[config.mk]
export PLATFORM = sky130hd
export DESIGN_NAME = boot_hex_loader
export DESIGN_NICKNAME = d
export VERILOG_FILES = /design/src/rtl/boot_hex_pkg.sv /design/src/rtl/boot_hex_char_class.sv /design/src/rtl/boot_hex_loader.sv
export SDC_FILE = /design/constraint.sdc
export NUM_CORES = 1
export LEC_CHECK = 0
export ABC_AREA = 1
export CAP_MARGIN = 20
export CORE_UTILIZATION = 50
export DETAILED_ROUTE_END_ITERATION = 7
export PLACE_DENSITY = 0.78
export REMOVE_ABC_BUFFERS = 1
export SLEW_MARGIN = 10
export SYNTH_ARGS = -nofsm -noshare
export SYNTH_HDL_FRONTEND = slang
export SYNTH_SLANG_ARGS = --single-unit
[constraint.sdc]
create_clock -name clk -period 5.3 [get_ports clk]
set_input_delay 0.53 -clock clk [delete_from_list [all_inputs] [get_ports clk]]
set_output_delay 0.53 -clock clk [all_outputs]
set_load 0.005 [all_outputs]
[src/rtl/boot_hex_pkg.sv]
// Shared types and character constants for the boot hex loader.
package boot_hex_pkg;

    // Parser states; StSlash/StComment are only entered when comments are enabled.
    typedef enum logic [2:0] {
        StIdle,
        StData,
        StAddr,
        StError,
        StSlash,
        StComment
    } state_e;

    // First-error cause reported on error_code.
    typedef enum logic [1:0] {
        ErrBadChar  = 2'd0,
        ErrDataLong = 2'd1,
        ErrAddrLong = 2'd2,
        ErrEmptyAt  = 2'd3
    } err_code_e;

    localparam int unsigned nibble_width = 4;

    // ASCII codes, widened so any char_width up to 32 compares without truncation.
    localparam logic [31:0] char_zero  = 32'h30;
    localparam logic [31:0] char_nine  = 32'h39;
    localparam logic [31:0] char_a_lo  = 32'h61;
    localparam logic [31:0] char_f_lo  = 32'h66;
    localparam logic [31:0] char_a_up  = 32'h41;
    localparam logic [31:0] char_f_up  = 32'h46;
    localparam logic [31:0] char_at    = 32'h40;
    localparam logic [31:0] char_slash = 32'h2f;
    localparam logic [31:0] char_space = 32'h20;
    localparam logic [31:0] char_tab   = 32'h09;
    localparam logic [31:0] char_cr    = 32'h0d;
    localparam logic [31:0] char_lf    = 32'h0a;

endpackage

[src/rtl/boot_hex_char_class.sv]
// Combinational character classifier: hex digit (with nibble value), separator, '@', '/'.
module boot_hex_char_class
    import boot_hex_pkg::*;
#(
    parameter int unsigned char_width = 8
) (
    input  logic [char_width-1:0]   in_char,
    output logic                    is_hex,
    output logic                    is_sep,
    output logic                    is_at,
    output logic                    is_slash,
    output logic [nibble_width-1:0] nibble
);

    logic [31:0] c;
    logic        is_digit;
    logic        is_lower;
    logic        is_upper;

    // Classify and decode; for letters the low nibble of ASCII plus 9 gives 10..15.
    always_comb begin
        c        = 32'(in_char);
        is_digit = (c >= char_zero) && (c <= char_nine);
        is_lower = (c >= char_a_lo) && (c <= char_f_lo);
        is_upper = (c >= char_a_up) && (c <= char_f_up);
        is_hex   = is_digit || is_lower || is_upper;
        is_sep   = (c == char_space) || (c == char_tab) || (c == char_cr) || (c == char_lf);
        is_at    = (c == char_at);
        is_slash = (c == char_slash);
        nibble   = is_digit ? c[3:0] : c[3:0] + 4'd9;
    end

endmodule

[src/rtl/boot_hex_loader.sv]
// Boot-time memory-image-style stream parser: hex words and "@addr" directives become
// (address, data) write strobes. An inactivity timeout ends the session and clears errors.
// Optional: define BOOT_HEX_COMMENT_EN to accept "//" line comments.
module boot_hex_loader
    import boot_hex_pkg::*;
#(
    parameter int unsigned address_width      = 32,
    parameter int unsigned data_width         = 32,
    parameter int unsigned char_width         = 8,
    parameter int unsigned clk_frequency      = 50000000,
    parameter int unsigned timeout_in_seconds = 1
) (
    input  logic                     clk,
    input  logic                     reset,
    input  logic                     in_valid,
    input  logic [char_width-1:0]    in_char,
    output logic                     out_valid,
    output logic [address_width-1:0] out_address,
    output logic [data_width-1:0]    out_data,
    output logic                     busy,
    output logic                     error,
    output logic [1:0]               error_code
);

    localparam int unsigned data_nibbles   = data_width / nibble_width;
    localparam int unsigned addr_nibbles   = address_width / nibble_width;
    localparam int unsigned acc_width      = (data_width > address_width) ? data_width
                                                                          : address_width;
    localparam int unsigned count_width    = $clog2((acc_width / nibble_width) + 1);
    localparam int unsigned timeout_cycles = clk_frequency * timeout_in_seconds;
    localparam int unsigned counter_width  = (timeout_cycles > 1) ? $clog2(timeout_cycles + 1)
                                                                  : 1;
`ifdef BOOT_HEX_COMMENT_EN
    localparam bit comment_en = 1'b1;
`else
    localparam bit comment_en = 1'b0;
`endif

    logic                     is_hex, is_sep, is_at, is_slash;
    logic [nibble_width-1:0]  nibble;

    state_e                   state_q, state_d, sess_state;
    logic [acc_width-1:0]     acc_q, acc_d, sess_acc;
    logic [count_width-1:0]   count_q, count_d, sess_count;
    logic [address_width-1:0] next_addr_q, next_addr_d, sess_addr;
    logic                     error_q, error_d, sess_error;
    err_code_e                error_code_q, error_code_d, sess_code;
    logic                     out_valid_q, out_valid_d;
    logic [data_width-1:0]    out_data_q, out_data_d;
    logic [address_width-1:0] out_address_q, out_address_d;
    logic [counter_width-1:0] counter_q, counter_d;

    logic                     raise, emit, set_addr;
    err_code_e                raise_code;

    boot_hex_char_class #(
        .char_width (char_width)
    ) u_char_class (
        .in_char  (in_char),
        .is_hex   (is_hex),
        .is_sep   (is_sep),
        .is_at    (is_at),
        .is_slash (is_slash),
        .nibble   (nibble)
    );

`ifdef BOOT_HEX_COMMENT_EN
    logic is_lf;
    assign is_lf = (32'(in_char) == char_lf);
`endif

    // Effective session context: an expired counter means a fresh session starting now.
    always_comb begin
        sess_state = state_q;
        sess_acc   = acc_q;
        sess_count = count_q;
        sess_addr  = next_addr_q;
        sess_error = error_q;
        sess_code  = error_code_q;
        if (counter_q == '0) begin
            sess_state = StIdle;
            sess_acc   = '0;
            sess_count = '0;
            sess_addr  = '0;
            sess_error = 1'b0;
            sess_code  = ErrBadChar;
        end
    end

    // Next-state, token accumulation, error capture and write emission.
    always_comb begin
        state_d       = sess_state;
        acc_d         = sess_acc;
        count_d       = sess_count;
        next_addr_d   = sess_addr;
        error_d       = sess_error;
        error_code_d  = sess_code;
        out_valid_d   = 1'b0;
        out_data_d    = out_data_q;
        out_address_d = out_address_q;
        counter_d     = (counter_q == '0) ? '0 : counter_q - 1'b1;
        raise         = 1'b0;
        raise_code    = ErrBadChar;
        emit          = 1'b0;
        set_addr      = 1'b0;

        if (in_valid) begin
            counter_d = counter_width'(timeout_cycles);
            unique case (sess_state)
                StIdle: begin
                    if (is_hex) begin
                        acc_d   = acc_width'(nibble);
                        count_d = count_width'(1);
                        state_d = StData;
                    end else if (is_at) begin
                        acc_d   = '0;
                        count_d = '0;
                        state_d = StAddr;
                    end else if (is_slash && comment_en) begin
                        state_d = StSlash;
                    end else if (!is_sep) begin
                        raise = 1'b1;
                    end
                end
                StData: begin
                    if (is_hex) begin
                        if (sess_count < count_width'(data_nibbles)) begin
                            acc_d   = {sess_acc[acc_width-nibble_width-1:0], nibble};
                            count_d = sess_count + 1'b1;
                        end else begin
                            raise      = 1'b1;
                            raise_code = ErrDataLong;
                        end
                    end else if (is_sep) begin
                        emit    = 1'b1;
                        state_d = StIdle;
                    end else if (is_slash && comment_en) begin
                        emit    = 1'b1;
                        state_d = StSlash;
                    end else begin
                        raise = 1'b1;
                    end
                end
                StAddr: begin
                    if (is_hex) begin
                        if (sess_count < count_width'(addr_nibbles)) begin
                            acc_d   = {sess_acc[acc_width-nibble_width-1:0], nibble};
                            count_d = sess_count + 1'b1;
                        end else begin
                            raise      = 1'b1;
                            raise_code = ErrAddrLong;
                        end
                    end else if (is_sep || (is_slash && comment_en)) begin
                        if (sess_count == '0) begin
                            raise      = 1'b1;
                            raise_code = ErrEmptyAt;
                        end else begin
                            set_addr = 1'b1;
                            if (is_sep) begin
                                state_d = StIdle;
                            end else begin
                                state_d = StSlash;
                            end
                        end
                    end else begin
                        raise = 1'b1;
                    end
                end
                StError: begin
                    // Sticky until timeout or reset.
                end
`ifdef BOOT_HEX_COMMENT_EN
                StSlash: begin
                    if (is_slash) begin
                        state_d = StComment;
                    end else begin
                        raise = 1'b1;
                    end
                end
                StComment: begin
                    if (is_lf) begin
                        state_d = StIdle;
                    end
                end
`endif
                default: begin
                    state_d = StIdle;
                end
            endcase

            if (raise) begin
                state_d      = StError;
                error_d      = 1'b1;
                error_code_d = raise_code;
            end
            if (set_addr) begin
                next_addr_d = sess_acc[address_width-1:0];
            end
            if (emit) begin
                out_valid_d   = 1'b1;
                out_data_d    = sess_acc[data_width-1:0];
                out_address_d = sess_addr;
                next_addr_d   = sess_addr + address_width'(1);
            end
        end
    end

    // State and output registers.
    always_ff @(posedge clk or posedge reset) begin
        if (reset) begin
            state_q       <= StIdle;
            acc_q         <= '0;
            count_q       <= '0;
            next_addr_q   <= '0;
            error_q       <= 1'b0;
            error_code_q  <= ErrBadChar;
            out_valid_q   <= 1'b0;
            out_data_q    <= '0;
            out_address_q <= '0;
            counter_q     <= '0;
        end else begin
            state_q       <= state_d;
            acc_q         <= acc_d;
            count_q       <= count_d;
            next_addr_q   <= next_addr_d;
            error_q       <= error_d;
            error_code_q  <= error_code_d;
            out_valid_q   <= out_valid_d;
            out_data_q    <= out_data_d;
            out_address_q <= out_address_d;
            counter_q     <= counter_d;
        end
    end

    assign out_valid   = out_valid_q;
    assign out_data    = out_data_q;
    assign out_address = out_address_q;
    assign busy        = (counter_q != '0);
    assign error       = error_q;
    assign error_code  = error_code_q;

endmodule

==> results of run 1 <==
## power breakdown
part           internal, mW  leakage, nW  total [mW]  switching (mW)
logic                 0.389         2.72        1.12           0.732
registers              1.46         2.17        1.60           0.139
clock network         0.659        0.276        1.21           0.550
total                  2.51         5.17        3.93            1.42
## layer usage
layer / global-route usage / vias to the layer above
met5: 0 / -
met2: 0.404 / 308
li1: - / 4162
met3: 0.0416 / 38
met1: 0.351 / 3933
met4: 0.0965 / 0
## registers in the layout (all words and copies together), names as in the netlist
signal,count
acc_q,32
count_q,4
counter_q,26
error,1
error_code,2
next_addr_q,32
out_address,32
out_data,32
out_valid,1
state_q,3
## cell type report
type | count | area, sq um | area share
Clock buffer | 18 | 429 | 0.0398
Clock inverter | 14 | 135 | 0.0125
Inverter | 131 | 497 | 0.0460
Multi-Input combinational cell | 914 | 4480 | 0.415
Sequential cell | 165 | 4130 | 0.383
Tap cell | 229 | 287 | 0.0266
Timing Repair Buffer | 85 | 836 | 0.0775
## path summary, 6_finish.rpt
check / startpoint / to / slack (ns)
worst max-delay path: counter_q[0]$_DFF_PP0_ / next_addr_q[7]$_DFF_PP0_ / 1.59
worst min-delay path: counter_q[0]$_DFF_PP0_ / counter_q[0]$_DFF_PP0_ / 0.42
worst max register to register: counter_q[0]$_DFF_PP0_ / next_addr_q[7]$_DFF_PP0_ / 1.59
worst min register to register: counter_q[0]$_DFF_PP0_ / counter_q[0]$_DFF_PP0_ / 0.42
max in group asynchronous: reset / next_addr_q[24]$_DFF_PP0_ / 3.60
min in group asynchronous: reset / counter_q[19]$_DFF_PP0_ / 0.60
## cell families (layout without fill, tap and decap cells)
family                     Yosys count  count (layout)  synth area share
xor gates and xnor gates            18              18            0.0167
adders and majority gates            8               8            0.0106
and+or+nand+nor                    685             685             0.323
AOI/OAI and AO/OA                  203             203             0.125
DFF                                165             165             0.438
buffers and inverters              180             248            0.0862
## metrics by stage
stage / utilization / instance area [sq um] / worst slack, ns / std cells
after floorplan: - / 9100 / 0.308 / 1210
after global placement: 0.561 / 10200 / 1.75 / 1524
after detailed placement: 0.561 / 10200 / 1.69 / 1524
after CTS: 0.592 / 10800 / 1.65 / 1556
after global routing: 0.592 / 10800 / 1.23 / 1556
final: 0.592 / 10800 / 1.59 / 1556
## worst reg2reg max path, cell delays in order (launching register included)
cell and delay [ns]:
dfrtp_1 0.37, inv_1 0.07, ha_1 0.18, nand2_1 0.08, nor2_1 0.15, nand2_2 0.11, nor2_4 0.18, nand2_8 0.37
nand2_1 0.47, ha_1 0.21, nand3_2 0.11, nand2_2 0.41, inv_2 0.41, nand2_1 0.15, o211ai_1 0.09, nand3_1 0.09
o21ai_0 0.11
## layout by cell type, fill, tap and decap left out, types with 3 or more instances in the layout
master           synthesis  routed
a21oi_1                 17      17
a22oi_1                  6       6
buf_4                    4       6
clkbuf_16                0      17
clkdlybuf4s50_1          0      79
clkinv_2                 0       3
dfrtp_1                165     165
ha_1                     8       8
inv_1                  116     115
inv_2                   14      14
inv_6                    0       7
nand2_1                406     406
nand2_2                 13      13
nand2_4                  4       4
nand3_1                 81      81
nand3_2                 11      11
nand3_4                  4       4
nand4_1                  6       6
nor2_1                 119     119
nor2_2                  15      15
nor2_4                   5       5
nor3_1                   9       9
nor3_2                   4       4
o211ai_1                25      25
o21ai_0                102     102
o21ai_1                 27      27
o21ai_2                 10      10
o22ai_1                  4       4
o31ai_1                  5       5
xnor2_1                  4       4
xor2_1                  14      14
==> impl_results.md, run 1 <==
- Status: complete, but fails checks
- Failing checks: design-rule violations
- Worst Path Max Fanout: ~100
- Largest net degree at the start of global routing: around 110
- Synth area leaders: dfrtp_1 44%, nand2_1 16%, o21ai_0 5.4%, nor2_1 4.7%, inv_1 4.6%
- PwrDens: around 360 nW/um^2
- Top Metal Used: met4
- Levels on crit path: 16
- Synth Flop Type: dfrtp_1
- Number of fill cells: between 1500 and 2000
- Core box area: 18200 sq um
- Initial core utilization: 0.517
- Mapped Area: 9420 sq um
- Critical Path, Cell by Cell: inv_1 > ha_1 > nand2_1 > nor2_1 > nand2_2 > nor2_4 > nand2_8 > nand2_1 > ha_1 > nand3_2 > nand2_2 > inv_2 > nand2_1 > o211ai_1 > nand3_1 > o21ai_0
- Critical path startpoint category: flop
- Number of synthesized register bits: about 170
- WL/cell: approximately 15 um
- Final net count: 1333
- Count leader, synth: nand2_1
- Synth top cells by count: 406 x nand2_1, 165 x dfrtp_1, 119 x nor2_1
- Critical path's most frequent cell: nand2_1
- Worst hold stages: 1
- Clock Skew: slightly below 0.009 ns
- EDFF count, synth: 0
- Clock Latency Late Sink: 0.44 ns
- Pwr Total: 3.93 mW
- Crit-path leading delay family: simple AND/OR/NAND/NOR gates
- First-pass GRT wire length: 39.3 mm
- Drt total wl: ~23 mm
- Row count: 49
- CP required: about 5.6 ns
- Die Ht: 139 um
- CTS Buf Count: 17
- Synthesized area per cell: about 7.5 sq um
- Total grt overflow: 0
- Cells after synthesis: 1259
- Max clock buf depth: 2
- Detail Placement HPWL: ~16 mm
- Sum Neg Setup Slack: 0 ns
- Reg2Reg Depth: 16
- Number of global-route vias before repair: a little under 8000
- TritonCTS clock tree: done
- Post-route ant nets: 0
- VDD IR max: 225 uV
- Met2 Routed Length: 11.0 mm
- Wire length on met1: between 10 and 15 mm
- GP Congestion: approximately 0.90
- Slowest stage delay, CP: just over 0.4 ns
- Root buf cell: clkbuf_16
- CTS Hold Bufs: 0
- Leakage: 5.17 nW
- First drt pass iteration count: 8
- Setup Crit Path Kind: reg -> reg
- Area delta synth->final: 14.6%
- Gr usage total: 0.255
- Synth async-reset ratio: 1.00
- Met3 wire length: between 1 and 1.5 mm
- CP Buf/Inv Count: 2
- H-tree Lvls: 4
- Yosys cell types: 46
- Hold slack: 0.425 ns
- Crit path DAT: between 3 and 4 ns
- Slew HR: 0.451
- Setup violators final: 0
- Post-synth top area share: 0.438
- DR vias/cell: approximately 5.4
- Part of the Yosys area used for sequential elements: 0.438
- Die area: a little under 20000 sq um
- Yosys warns: 0
- Clock slew at reported path FFs: ~0.060 ns
- Tcrit/Tclk final: 0.701
- Least-Margin Pin Slew: about 0.82 ns
- DRC Markers: 5
- Port Buffers: 79
- Slew Limit Fails: 0
- Ports: 80
- Synth area leader: dfrtp_1
- Max-Cap Viols: 0
- Critical Path Sink Type: flop
- Setup bufs post-CTS: 0
- Hold Fails Final Rpt: 0
- # clock sinks: between 150 and 200
- Vias: 8441
- Share of cells above drive strength 1: 0.0927
- Post-route minimum period: roughly 3.7 ns
- Initial drt markers: roughly 890
- Die width: ~140 um
- RSZ-0062 raised after global routing: no
- ANT cells: 0
- Cts repair resizes: 0
- Fmax: about 270 MHz
- Initial antenna violation count: 0
- Tightest Hold Check Type: reg -> reg
- Slowest-stage cell, CP: nand2_2
Note: power is estimated with default switching activity, not from simulation.
==> run 2, diff against run 1 <==
PLACE_DENSITY = 0.75   (was 0.78)
clock period = 3.6 ns   (was 5.3 ns; I/O delays follow)
==> impl_results.md, run 2 (same netlist as run 1, synthesis figures left out) <==
- Leakage: 5.23 nW (+1.2%)
- H-tree Lvls: 4 (unchanged)
- RSZ-0062 raised after global routing: no
- Die area: 19400 sq um (unchanged)
- Hold slack: 0.393 ns (-0.0320 ns)
- Sum Neg Setup Slack: 0 ns (unchanged)
- Final core utilization: 0.599 (+0.00667)
- Clock slew at reported path FFs: 0.07 ns (about the same)
- GP Congestion: 0.947 (+4.9%)
- Tcrit/Tclk final: 0.836 (+0.135)
- DRC Markers: 5 (unchanged)
- Slew HR: 0.568 (+0.117)
- Cts repair resizes: 0 (unchanged)
- FF-to-FF End: next_addr_q[18]$_DFF_PP0_
- Reg2Reg Depth: 19 (+3)
- Max clock buf depth: 2 (unchanged)
- Max-Cap Viols: 0 (unchanged)
- Drt total wl: 23.7 mm (+0.68%)
- Post-route minimum period: 3.01 ns (-0.704 ns)
- Ports: 80 (unchanged)
- Worst Path Max Fanout: 30 (-71%)
- Critical Path Sink Type: flop
- Initial drt markers: 781 (-12%)
- Critical path startpoint category: flop
- ANT cells: 0 (unchanged)
- Crit path DAT: 3.34 ns (-0.65 ns)
- DP Area: 10300 sq um (+0.95%)
- Pwr Total: 5.86 mW (+49%)
- Total grt overflow: 0 (unchanged)
- Largest net degree at the start of global routing: 76 (-28%)
- Failing checks: design-rule violations
- Share of cells above drive strength 1: 0.0974 (+0.00469)
- Port Buffers: 79 (unchanged)
- Die Ht: 139 um (unchanged)
- Status: complete, but fails checks
- Fmax: 332 MHz (+23%)
- Critical path's most frequent cell: nand2_1
- Vias: 8402 (-0.46%)
- # clock sinks: 165 (unchanged)
- Slew Limit Fails: 0 (unchanged)
- Commonest non-fill, non-tap cell in the layout: nand2_1
- Crit Reg-Reg Startpoint: counter_q[0]$_DFF_PP0_
- CP required: 3.93 ns (-1.64 ns)
- CTS Hold Bufs: 0 (unchanged)
- Hold Fails Final Rpt: 0 (unchanged)
- Setup violators final: 0 (unchanged)
- Setup bufs post-CTS: 0 (unchanged)
- PwrDens: 537 nW/um^2 (+47%)
- Slowest stage delay, CP: 0.34 ns (-0.07 ns)
- Clock Latency Late Sink: 0.44 ns (about the same)
- Number of fill cells: 1646 (+2.0%)
- Tightest Hold Check Type: in -> async
- Clock Skew: 0.00977 ns (+0.000955 ns)
- Die width: 139 um (unchanged)
- Gr usage total: 0.256 (+0.00121)
- Post-route setup slack: 0.590 ns (-0.996 ns)
- Core box area: 18200 sq um (unchanged)
- Number of global-route vias before repair: 7899 (+0.83%)
- Reg area: 4130 sq um (unchanged)
- Worst-case register-to-register setup slack: 0.59 ns (-1.00 ns)
- Multi-input logic area: 4480 sq um (unchanged)
- Initial antenna violation count: 0 (unchanged)
- Placed cells: 1532 (+0.52%)
- First-pass GRT wire length: 39.6 mm (+0.72%)
- Fin cells: 1564 (+0.51%)
- Slowest-stage cell, CP: dfrtp_1
- Initial core utilization: 0.517 (unchanged)
- Final net count: 1341 (+0.60%)
- First drt pass iteration count: 7 (-1)
- Area delta synth->final: 15.9%
- Least-Margin Pin Slew: 0.647 ns (-0.177 ns)
- TritonCTS clock tree: done
- VDD IR max: 382 uV (+69%)
- Final instance area: 10900 sq um (+1.1%)
- Critical Path, Cell by Cell: inv_1 > ha_1 > nand2_1 > nor2_1 > nand2_2 > nor2_4 > nand2_8 > nand2_1 > inv_1 > ha_1 > nand4_1 > nor2_2 > nand3_2 > inv_2 > nand3_1 > nand3_1 > nand2_1 > nand2_1 > nand2_1
- Detail Placement HPWL: 16.3 mm (+2.4%)
- WL/cell: 15.1 um (+0.16%)
- DR vias/cell: 5.37 (-0.97%)
- Pre-CTS WS: 0.634 ns (-1.06 ns)
- CTS Buf Count: 17 (unchanged)
- Post-route ant nets: 0 (unchanged)
- Setup Crit Path Kind: reg -> reg
- Leading cell types in the layout, fill and taps excluded: 406 x nand2_1, 165 x dfrtp_1, 119 x nor2_1
- Root buf cell: clkbuf_16
- Row count: 49 (unchanged)
## run 2: changes by cell type in the layout (fill, tap and decap cells not counted), sizes merged
| cell | before | now |
|---|---|---|
| clkinv | 4 | 3 |
| buf | 6 | 14 |
| inv | 138 | 136 |
| clkbuf | 18 | 20 |
| bufinv | 1 | 2 |
## run 2: per-layer routing
layer | vias to the layer above | part of all wire | track usage
met5 | - | 0 | 0
met4 | 0 | 0.019 | 0.0801
met3 | 31 | 0.049 | 0.0434
met2 | 234 | 0.47 | 0.412
met1 | 3959 | 0.47 | 0.353
li1 | 4178 | - | -
## run 2: report_power, final
part / internal, mW / leakage, nW / total, mW / switching, mW
clock network: 1.05 / 0.283 / 1.84 / 0.791
registers: 2.15 / 2.17 / 2.36 / 0.203
logic: 0.579 / 2.78 / 1.66 / 1.08
## run 2: final cells by class
| type | count | share of cell area |
|---|---|---|
| repair buffers | 93 | 0.0856 |
| clock inverters | 12 | 0.0130 |
| well taps | 229 | 0.0263 |
| flip-flops and latches | 165 | 0.378 |
| inverters | 131 | 0.0455 |
| multi-input cells | 914 | 0.410 |
| clock buffers | 20 | 0.0409 |
## run 2: worst max-delay path by stage
stage	slack [ns]	from	endpoint
2_1_floorplan	-1.22	reset	acc_q[0]$_DFF_PP0_
5_1_grt	0.26	counter_q[0]$_DFF_PP0_	next_addr_q[20]$_DFF_PP0_
6_report	0.59	counter_q[0]$_DFF_PP0_	next_addr_q[18]$_DFF_PP0_
3_5_place_dp	0.63	counter_q[0]$_DFF_PP0_	next_addr_q[20]$_DFF_PP0_
4_1_cts	0.61	counter_q[0]$_DFF_PP0_	next_addr_q[18]$_DFF_PP0_
3_3_place_gp	0.68	counter_q[0]$_DFF_PP0_	next_addr_q[18]$_DFF_PP0_
## run 2: critical path: cells and delay by family, from the launching register on
kind | cells | cell delay (ns)
simple gates | 14 | 1.79
fa+ha+maj | 2 | 0.45
flops | 1 | 0.34
buf+inv | 3 | 0.31
==> patch 1: new RTL, settings of run 1 <==
Add a define of `BOOT_HEX_COMMENT_EN`.
--- a/src/rtl/boot_hex_loader.sv
+++ b/src/rtl/boot_hex_loader.sv
@@ -1,6 +1,8 @@
 // Boot-time memory-image-style stream parser: hex words and "@addr" directives become
 // (address, data) write strobes. An inactivity timeout ends the session and clears errors.
 // Optional: define BOOT_HEX_COMMENT_EN to accept "//" line comments.
+`define BOOT_HEX_COMMENT_EN
+
 module boot_hex_loader
     import boot_hex_pkg::*;
 #(
Check against the original RTL: not equivalent (Yosys sat finds a counterexample within 4 cycles, from zero or initial values and one cycle with reset high).
==> patch 1 against run 1 <==
The run still ends with design-rule violations left; synthesized cell count rose by 0.71%; worst setup slack better by 0.15 ns; area after synthesis fell by 0.13%; total power up 1.8%; non-clock buffer count grew 1; maximum frequency increased by 4.3%; wire length is 3.5% higher; count of clock-buffer cells in the layout rose by 2; sequential cell count unchanged; global-route usage up 0.76 points; first-iteration DRC count down 17%; design area up 0.73%; largest cell class unchanged; highest routed layer unchanged.
==> patch 1: results (changes against run 1) <==
metric,value,unit,change
Hold Path Stages,1,,unchanged
worst-case clock buffer depth,2,,unchanged
vias in the first global route,8327,,+6.3%
Area after DPL,10200,µm²,+0.20%
Post-Route Skew,0.00942,ns,+0.000607 ns
dpl hpwl,16500,µm,+3.1%
number of diodes,0,,unchanged
Synth top cells by count,"393 x nand2_1, 165 x dfrtp_1, 126 x inv_1",,
VDD IR-drop max,0.257,mV,+14%
Yosys warning total,0,,unchanged
CP top delay family,simple AND/OR/NAND/NOR gates,,
Clock transition at path regs,0.06,ns,about the same
Cell variety after synth,47,,+2.2%
CTS H-Tree Depth,4,,unchanged
CP max stage cell,buf_4,,
CP arrival,3.90,ns,-0.09 ns
Initial DRC Count,736,,-17%
worst reg2reg path depth,14,,-2
gpl congestion,0.959,,+6.3%
pin count of the biggest net entering global routing,79,,-25%
Setup WS pre-CTS,1.52,ns,-0.170 ns
post-CTS setup buffers,0,,unchanged
top post-synthesis cells by area,"dfrtp_1 44%, nand2_1 16%, o21ai_0 6.3%",,
violated checks,design-rule violations,,
Root Buffer,clkbuf_16,,
final net count,1342,,+0.68%
crit-path max cell delay,0.56,ns,+0.15 ns
residual DRC count,3,,-2
Leakage,5.30,nW,+2.6%
DRT Pass-1 Iters,8,,unchanged
DR vias/cell,5.54,,+2.2%
CTS buffer count,17,,unchanged
port bufs,79,,unchanged
ys async rst share,1.00,,unchanged
status,"finished, violations left",,
GRT Overall Usage,0.262,,+0.00761
Slew HR,0.394,,-0.0566
first-pass GRT wire length,40400,µm,+2.9%
Post-synth top flop,dfrtp_1,,
Routed wire per std cell,15.6,µm,+3.0%
initial antenna violation count,0,,unchanged
Skew-Pair Late Insertion Delay,0.44,ns,about the same
layout cells sized above 1,0.0846,,-0.00805
CP Max Fanout,66,,-37%
CTS resizes,0,,unchanged
register area share after synthesis,0.439,,+0.000583
type of the most critical hold path,flip-flop to flip-flop,,
-- patch 1: per-layer routing --
metal / up-vias / share of wire / global-route usage
li1: 4202 / - / -
met1: 4112 / 0.43 / 0.338
met2: 301 / 0.48 / 0.431
met3: 53 / 0.064 / 0.0487
met4: 0 / 0.030 / 0.115
met5: - / 0 / 0
-- patch 1: power by group --
group / switching (mW) / internal (mW) / total, mW
clock network: 0.521 / 0.802 / 1.32
logic: 0.701 / 0.399 / 1.10
registers: 0.137 / 1.44 / 1.58
total: 1.36 / 2.64 / 4.00
-- patch 1: cells by family (layout without fill, tap and decap cells) --
logic type | after synthesis | in the layout | synth area share
simple gates | 680 | 680 | 0.319
compound gates | 212 | 212 | 0.132
buf+inv | 189 | 256 | 0.0871
flops | 165 | 165 | 0.439
xor+xnor | 14 | 14 | 0.0130
fa+ha+maj | 8 | 8 | 0.0106
-- patch 1: layout make-up --
class	count	area (µm²)
multi-input combinational	914	4460
sequential	165	4130
clock inverter	11	176
tap	229	287
clock buffer	20	447
timing repair buffer	86	838
fill	1618	7340
inverter	139	527
-- patch 1: worst paths after layout --
check | startpoint | end | slack (ns)
setup / recovery | counter_q[0] | out_address[25] | 1.74
hold / removal | counter_q[0] | counter_q[0] | 0.47
setup reg to reg | counter_q[0] | out_address[25] | 1.74
hold reg to reg | counter_q[0] | counter_q[0] | 0.47
max in group asynchronous | reset | out_data[27] | 3.61
min in group asynchronous | reset | next_addr_q[17] | 0.60
-- patch 1: stage by stage --
step	power, mW	instances
3_5_place_dp	2.67	1533
3_3_place_gp	2.65	1533
2_1_floorplan	2.33	1218
4_1_cts	4.01	1564
6_report	4.00	1564
5_1_grt	4.21	1564
==> patch 2: new RTL, flow settings as in run 1 <==
Without the edit above. `out_address_q` no longer has a reset.
--- a/src/rtl/boot_hex_loader.sv
+++ b/src/rtl/boot_hex_loader.sv
@@ -216,7 +216,6 @@
             error_code_q  <= ErrBadChar;
             out_valid_q   <= 1'b0;
             out_data_q    <= '0;
-            out_address_q <= '0;
             counter_q     <= '0;
         end else begin
             state_q       <= state_d;
@@ -227,9 +226,12 @@
             error_code_q  <= error_code_d;
             out_valid_q   <= out_valid_d;
             out_data_q    <= out_data_d;
-            out_address_q <= out_address_d;
             counter_q     <= counter_d;
         end
+    end
+
+    always_ff @(posedge clk) begin
+        out_address_q <= out_address_d;
     end
 
     assign out_valid   = out_valid_q;
Behaviour: not the same (Yosys sat finds a counterexample within 10 cycles, from zero or initial values and one cycle with reset high; the reset may be asserted at any time).
==> patch 2 against run 1 <==
Design area shrank 1.9%; die area shrank 4.1%; global-route usage grew 2.1 points; area after synthesis shrank 4.1%; highest routed layer unchanged; wire length grew 3.8%; total power shrank 5.6%; worst setup slack lost 0.12 ns; sequential cell count is the same.
==> patch 2: results (changes against run 1) <==
metric,value,unit,change
status,"complete, no violations",,
clock buf count,22,,+4
register area share after synthesis,0.475,,+0.0367
crit-path max cell delay,0.43,ns,+0.02 ns
Routed wire per std cell,16.0,µm,+6.3%
Post-Route Skew,0.0109,ns,+0.00204 ns
Post-synth EDFFs,32,,+32
ys async rst share,0.806,,-0.194
layout cells sized above 1,0.0571,,-0.0355
Non-Clock Buffer Area Fraction,0.0839,,+0.00644
met2 usage,0.426,,+0.0214
Post-Synthesis Cells,1217,,-3.3%
CP max stage cell,buf_4,,
count of non-CTS inverters in the layout,145,,+11%
first-pass GRT wire length,39100,µm,-0.38%
CP arrival,4.21,ns,+0.22 ns
met1 Use GR,0.389,,+0.0388
Fillers,1566,,-2.9%
clock share of power,0.342,,+0.035
register area,4290,µm²,+3.9%
met3 Resource Use GR,0.0582,,+0.0165
fraction of area in multi-input gates,0.376,,-0.0393
Non-Filler Instances,1520,,-2.3%
multi-input gates,861,,-5.8%
DRT Pass-1 Iters,5,,-3
Cell variety after synth,40,,-13%
gpl congestion,0.930,,+3.1%
clk cell area share,0.0571,,+0.00478
WL met1,10900,µm,+3.0%
Buffers excl. clock,92,,+8.2%
Synth top cells by count,"397 x nand2_1, 136 x inv_1, 133 x dfrtp_1",,
final net count,1301,,-2.4%
dpl hpwl,16700,µm,+4.7%
pin count of the biggest net entering global routing,61,,-42%
Slew HR,0.395,,-0.0552
Int Power,2.47,mW,-1.5%
## patch 2: cell types whose count changed after synthesis, moves of 9 or more
cell      change
dfrtp_1      -32
edfxtp_1     +32
nand3_1      +30
o21ai_1      -21
inv_1        +20
o21ai_0      -15
o211ai_1     -14
a21oi_1      +11
nand2_2      -11
nand3_2      -10
nand4_1      +10
o21ai_2      -10
nand2_1       -9
## patch 2: logic make-up after synthesis
logic type | synth area share
flip-flops | 0.475
buffers and inverters | 0.0851
multiplexers | 0.00111
adder cells (fa/ha/maj) | 0.0111
AND/OR/NAND/NOR | 0.311
AO/OA/AOI/OAI | 0.102
XOR/XNOR | 0.0146
## patch 2: worst paths after layout
kind	startpoint	to	slack (ns)
max in group asynchronous	reset	out_data[24]	3.65
worst max-delay path	counter_q[0]	next_addr_q[18]	1.46
min in group asynchronous	reset	counter_q[0]	0.53
worst min register to register	counter_q[0]	counter_q[0]	0.42
worst min-delay path	counter_q[0]	counter_q[0]	0.42
worst max register to register	counter_q[0]	next_addr_q[18]	1.46
